<file path="config.mk">
export PLATFORM = sky130hd
export DESIGN_NAME = mips_multicycle_control
export DESIGN_NICKNAME = d
export VERILOG_FILES = /design/src/rtl/mips_multicycle_control.sv
export SDC_FILE = /design/constraint.sdc
export NUM_CORES = 1
export LEC_CHECK = 0
export ABC_AREA = 1
export BUFFER_PORTS_ARGS = -buffer_cell sky130_fd_sc_hd__buf_4
export CAP_MARGIN = 20
export CORE_MARGIN = 4
export CORE_UTILIZATION = 45
export CTS_CLUSTER_SIZE = 14
export DETAILED_ROUTE_END_ITERATION = 12
export GPL_TIMING_DRIVEN = 0
export PLACE_DENSITY = 0.71
export SLEW_MARGIN = 10
export SYNTH_ARGS = -nofsm -noshare
export SYNTH_HDL_FRONTEND = slang
export SYNTH_SLANG_ARGS = --single-unit
</file>
<file path="constraint.sdc">
create_clock -name clk -period 2.1 [get_ports clk]
set_input_delay 0.105 -clock clk [delete_from_list [all_inputs] [get_ports clk]]
set_output_delay 0.105 -clock clk [all_outputs]
set_load 0.01 [all_outputs]
</file>
<file path="src/rtl/mips_multicycle_control.sv">
// Multicycle MIPS32 control FSM: sequences fetch/decode/execute/memory/writeback and drives
// every datapath enable and mux select. Outputs are registered alongside the state.
module mips_multicycle_control (
  input  logic       clk,
  input  logic       rst,
  input  logic [5:0] op,
  input  logic [5:0] funct,
  input  logic       zero,
  output logic       iord,
  output logic       mem_write,
  output logic       ir_write,
  output logic       reg_dst,
  output logic       mem_to_reg,
  output logic       reg_write,
  output logic       alu_src_a,
  output logic [1:0] alu_src_b,
  output logic [2:0] alu_control,
  output logic [1:0] pc_src,
  output logic       pc_en,
  output logic       instr_done,
  output logic       illegal,
  output logic [3:0] state
);

  typedef enum logic [3:0] {
    StFetch   = 4'd0,
    StDecode  = 4'd1,
    StMemAdr  = 4'd2,
    StMemRd   = 4'd3,
    StMemWb   = 4'd4,
    StMemWr   = 4'd5,
    StRtypeEx = 4'd6,
    StRtypeWb = 4'd7,
    StBeqEx   = 4'd8,
    StAddiEx  = 4'd9,
    StAddiWb  = 4'd10,
    StJEx     = 4'd11
  } state_e;

  typedef struct packed {
    logic       iord;
    logic       mem_write;
    logic       ir_write;
    logic       reg_dst;
    logic       mem_to_reg;
    logic       reg_write;
    logic       alu_src_a;
    logic [1:0] alu_src_b;
    logic [2:0] alu_control;
    logic [1:0] pc_src;
    logic       pc_write;
    logic       branch;
    logic       instr_done;
  } ctrl_t;

  localparam logic [5:0] OpLw    = 6'b100011;
  localparam logic [5:0] OpSw    = 6'b101011;
  localparam logic [5:0] OpRtype = 6'b000000;
  localparam logic [5:0] OpBeq   = 6'b000100;
  localparam logic [5:0] OpAddi  = 6'b001000;
  localparam logic [5:0] OpJ     = 6'b000010;

  state_e state_q, state_d;
  ctrl_t  ctrl_q, ctrl_d;
  // Low for the first cycle after reset so the first released edge lands in FETCH.
  logic   live_q;
  logic   funct_ok;
  logic   op_ok;
  logic [2:0] funct_alu;

  always_comb begin
    funct_ok  = 1'b1;
    funct_alu = 3'b000;
    case (funct)
      6'b100000: funct_alu = 3'b010;
      6'b100010: funct_alu = 3'b110;
      6'b100100: funct_alu = 3'b000;
      6'b100101: funct_alu = 3'b001;
      6'b101010: funct_alu = 3'b111;
      default:   funct_ok  = 1'b0;
    endcase
  end

  always_comb begin
    op_ok = 1'b1;
    case (op)
      OpLw, OpSw, OpBeq, OpAddi, OpJ: op_ok = 1'b1;
      OpRtype:                        op_ok = funct_ok;
      default:                        op_ok = 1'b0;
    endcase
  end

  always_comb begin
    state_d = StFetch;
    case (state_q)
      StFetch:  state_d = StDecode;
      StDecode: begin
        if (!op_ok) begin
          state_d = StFetch;
        end else begin
          case (op)
            OpLw, OpSw: state_d = StMemAdr;
            OpRtype:    state_d = StRtypeEx;
            OpBeq:      state_d = StBeqEx;
            OpAddi:     state_d = StAddiEx;
            OpJ:        state_d = StJEx;
            default:    state_d = StFetch;
          endcase
        end
      end
      StMemAdr:  state_d = (op == OpSw) ? StMemWr : StMemRd;
      StMemRd:   state_d = StMemWb;
      StRtypeEx: state_d = StRtypeWb;
      StAddiEx:  state_d = StAddiWb;
      default:   state_d = StFetch;
    endcase
    if (!live_q) begin
      state_d = StFetch;
    end
  end

  // Outputs for the state being entered, so they are valid throughout that state.
  always_comb begin
    ctrl_d = '0;
    case (state_d)
      StFetch: begin
        ctrl_d.ir_write    = 1'b1;
        ctrl_d.alu_src_b   = 2'b01;
        ctrl_d.alu_control = 3'b010;
        ctrl_d.pc_write    = 1'b1;
      end
      StDecode: begin
        ctrl_d.alu_src_b   = 2'b11;
        ctrl_d.alu_control = 3'b010;
      end
      StMemAdr, StAddiEx: begin
        ctrl_d.alu_src_a   = 1'b1;
        ctrl_d.alu_src_b   = 2'b10;
        ctrl_d.alu_control = 3'b010;
      end
      StMemRd: ctrl_d.iord = 1'b1;
      StMemWb: begin
        ctrl_d.mem_to_reg = 1'b1;
        ctrl_d.reg_write  = 1'b1;
        ctrl_d.instr_done = 1'b1;
      end
      StMemWr: begin
        ctrl_d.iord       = 1'b1;
        ctrl_d.mem_write  = 1'b1;
        ctrl_d.instr_done = 1'b1;
      end
      StRtypeEx: begin
        ctrl_d.alu_src_a   = 1'b1;
        ctrl_d.alu_control = funct_alu;
      end
      StRtypeWb: begin
        ctrl_d.reg_dst     = 1'b1;
        ctrl_d.reg_write   = 1'b1;
        ctrl_d.instr_done  = 1'b1;
        ctrl_d.alu_control = ctrl_q.alu_control;
      end
      StBeqEx: begin
        ctrl_d.alu_src_a   = 1'b1;
        ctrl_d.alu_control = 3'b110;
        ctrl_d.pc_src      = 2'b01;
        ctrl_d.branch      = 1'b1;
        ctrl_d.instr_done  = 1'b1;
      end
      StAddiWb: begin
        ctrl_d.reg_write  = 1'b1;
        ctrl_d.instr_done = 1'b1;
      end
      StJEx: begin
        ctrl_d.pc_src     = 2'b10;
        ctrl_d.pc_write   = 1'b1;
        ctrl_d.instr_done = 1'b1;
      end
      default: ctrl_d = '0;
    endcase
  end

  always_ff @(posedge clk) begin
    if (rst) begin
      state_q <= StFetch;
      ctrl_q  <= '0;
      live_q  <= 1'b0;
    end else begin
      state_q <= state_d;
      ctrl_q  <= ctrl_d;
      live_q  <= 1'b1;
    end
  end

  assign iord        = ctrl_q.iord;
  assign mem_write   = ctrl_q.mem_write;
  assign ir_write    = ctrl_q.ir_write;
  assign reg_dst     = ctrl_q.reg_dst;
  assign mem_to_reg  = ctrl_q.mem_to_reg;
  assign reg_write   = ctrl_q.reg_write;
  assign alu_src_a   = ctrl_q.alu_src_a;
  assign alu_src_b   = ctrl_q.alu_src_b;
  assign alu_control = ctrl_q.alu_control;
  assign pc_src      = ctrl_q.pc_src;
  assign pc_en       = ctrl_q.pc_write | (ctrl_q.branch & zero);
  assign instr_done  = ctrl_q.instr_done;
  assign illegal     = !rst && live_q && (state_q == StDecode) && !op_ok;
  assign state       = state_q;

endmodule

</file>
==> results.txt <==
The flow ran to the end, and the final reports show no timing, DRC or antenna violations. The total standard cell area after synthesis came out at 1230 µm². The time the final worst path needs with I/O delays and setup came out at roughly 1.7 ns. 0 antenna diodes ended up in the layout. The post-CTS setup repair buffer count came out at 0.

The maximum vdd drop came out at 0.000293 V. In this run the worst path has a maximum fanout of 7. The critical path goes through inv_2 > nor3_2 > nand2_1 > inv_2 > nand2_1 > nand3_2 > nand2_2 > inv_4 > nand2_2 > inv_2 > nand2_4 > o21ai_0 > nor2_1.

For this design, the CTS-stage hold fixing added 0 buffers. The number of enable flip-flop cells after synthesis came out at 0. The leakage dissipation came out at 0.838 nW. The total number of yosys warnings is 0.

Summed over all nets, the half-perimeter wirelength after detailed placement is between 2000 and 2500 µm. The number of nets in the finished design is 227. The share of cells above drive strength 1 came out at 37.9%. The width of the die came out at 60.4 µm. The number of antenna violations at the first check in global routing is 0. The count of final setup violators is 0. The total placed cells including tap cells came out at between 200 and 250. The maximum cell stage delay along the critical path is 0.41 ns. The count of H-tree levels built during CTS is 1.

The worst hold-check path type is primary input to register. The clock-pin transition on the worst setup and hold timing paths came out at 0.11 ns. The first TritonRoute pass finished after 4 iterations. The final period utilization is 80.2%. Relative to the synthesized area, the layout overhead comes to 26.5%.

The area of the core came out at around 2500 µm². The number of global-route vias before repair came out at 1050. The DRC violations left is 0. The total design power came out at 712 µW. The floorplan step set the die height to 60.4 µm. The post-place instance area came out at 1530 µm². The highest attainable clock frequency came out at 594 MHz. After global routing the overflow that remains totals 0. The final hold violation count is 0.

The fraction of synthesized cell area taken by the top area cell type came out at 34.1%. The most common flop cell mapped by yosys is dfxtp_1. The average routed wire per standard cell came out at roughly 10 µm. Global routing used 14.5% of the available tracks. The number of nets in the synthesized netlist is 187. Counting stages on the worst path, the most repeated cell is inv_2. The count of different cell masters after synthesis came out at 28.

Once the floorplan was initialized, standard cells occupied 48.5% of the core. The arrival time at the worst endpoint came out at roughly 1.9 ns. The actual slew at the worst max-slew pin came out at between 0.3 and 0.4 ns. By count the netlist is led by 32 x nand2_1, 25 x nor2_1, 21 x dfxtp_1. The register with the most flip-flops in the layout has 4 of them. After filler insertion, the fill cell instance count of the layout stands at 250.

The critical path is of the register to register type. The setup skew after layout came out at between 0.005 and 0.006 ns. The via count of the routed design came out at 1160.

The worst slew margin relative to its limit is roughly three quarters. The aggregate routed wire length is 2450 µm. In this run the deepest clock path goes through 2 buffers. The number of standard cells in the layout, taps in and fillers out came out at 241. The kind of start point of the critical path is a register. The required arrival time at the worst endpoint is roughly 2.3 ns. The global-route wire length before repair came out at 4130 µm.

The tree is rooted in a clkbuf_4. The count of buffers inserted at the top-level ports is 35. The ratio of routed vias to standard cells is 4.81.

Max-cap violations in this run came to 0. The standard cell with the maximum stage delay on the critical path is dfxtp_1. The post-placement worst setup slack is approximately 0.44 ns. The worst path meets setup with 0.415 ns of slack. The instance count of the mapped netlist came out at 172. The first-iteration detailed-routing DRC count is 15. The number of core rows is 18. The post-layout instance area came out at around 1600 µm².

On the critical path the largest part of the delay comes from simple AND/OR/NAND/NOR gates. The count of instances resized after the clock tree is built is 0. Setup repair after global routing left no endpoint under its margin. The worst setup path is captured at a register. The most numerous cell in the Yosys netlist is nand2_1. The fraction of registers with async set/reset is 0%. The synthesized area per cell came out at 7.17 µm². Counting flops and latches in the post-synthesis netlist gives 21. The number of sinks on the clock net is 21.

Ranked by total cell area, the synthesized netlist is headed by dfxtp_1 34%, nand2_1 9.7%, nor2_1 7.6%. The floorplan die area is 3640 µm². The global placer's final weighted congestion came out at 0.852.

The later pin in the worst-skew pair is clocked with a latency of around 0.3 ns. Of all cell types, the one taking the most synthesized area is dfxtp_1. The final-layout setup total negative slack is 0 ns.

The I/O pin count came out at 36. The count of buffer and inverter cells on the critical path came out at 4. The ratio of total power to cell area came out at around 460 nW/µm².

Counting the buffers created by CTS gives 3. The largest net degree at the start of global routing came out at 12. The post-detailed-route count of antenna-violating nets is 0.

The total count of max-transition violations in the final report came out at 0. The proportion of synthesized chip area in sequential cells is 34.1%. TritonCTS built the clock tree.
where the power goes:
part	total (mW)	switching [mW]	internal (mW)
clock network	0.189	0.115	0.0739
registers	0.412	0.00499	0.407
logic	0.111	0.0608	0.0503
cell usage in the layout, fill, tap and decap left out, types with 2 or more instances in the layout:
cell      instances
buf_4            42
nand2_1          32
nor2_1           25
dfxtp_1          21
inv_1            18
nand3_1          14
nand2_2           8
inv_2             4
nor3_2            4
nor2_2            4
nor2_4            4
nand2_4           4
nand4_1           4
o21ai_0           3
a21oi_1           3
clkbuf_4          3
clkbuf_1          2
a21oi_2           2
o31ai_1           2
nor3_1            2
o21ai_1           2
layer usage:
metal,part of all wire [%],vias to the layer above,global-route usage (%)
met5,0,-,0
met4,1.5,0,4.75
met3,5.1,4,1.28
met2,50,26,27.3
met1,43,512,17.2
li1,-,618,-
cell families (layout without fill, tap and decap cells):
kind of cell / Yosys count / count (layout) / synth area share, %
simple gates: 104 / 104 / 45.4
buf+inv: 31 / 70 / 11.8
compound gates: 16 / 16 / 8.72
flops: 21 / 21 / 34.1
final cells by class:
| type | instances | area, µm² | share of cell area, % |
|---|---|---|---|
| multi-input cells | 120 | 668 | 42.8 |
| plain buffers | 8 | 56.3 | 3.61 |
| well taps | 30 | 37.5 | 2.41 |
| repair buffers | 35 | 263 | 16.8 |
| flip-flops and latches | 21 | 420 | 26.9 |
| inverters | 23 | 88.8 | 5.69 |
| clock buffers | 4 | 26.3 | 1.68 |
stage by stage:
step	hold WS, ns	util (%)
2_1_floorplan	0.174	-
3_3_place_gp	0.343	60.3
3_5_place_dp	0.344	60.3
4_1_cts	0.0167	61.3
5_1_grt	0.0180	61.3
6_report	0.0247	61.3
path summary, 6_finish.rpt:
check        cells past startpoint                         from                     endpoint  slack [ns]
min                              2                          rst           reg_dst$_SDFF_PP0_        0.02
max reg2reg                     13          state[0]$_SDFF_PP0_  alu_control[1]$_SDFFE_PP0N_        0.42
max                             13          state[0]$_SDFF_PP0_  alu_control[1]$_SDFFE_PP0N_        0.42
min reg2reg                      2  alu_control[0]$_SDFFE_PP0N_  alu_control[0]$_SDFFE_PP0N_        0.48
(Power assumes the default switching activity.)
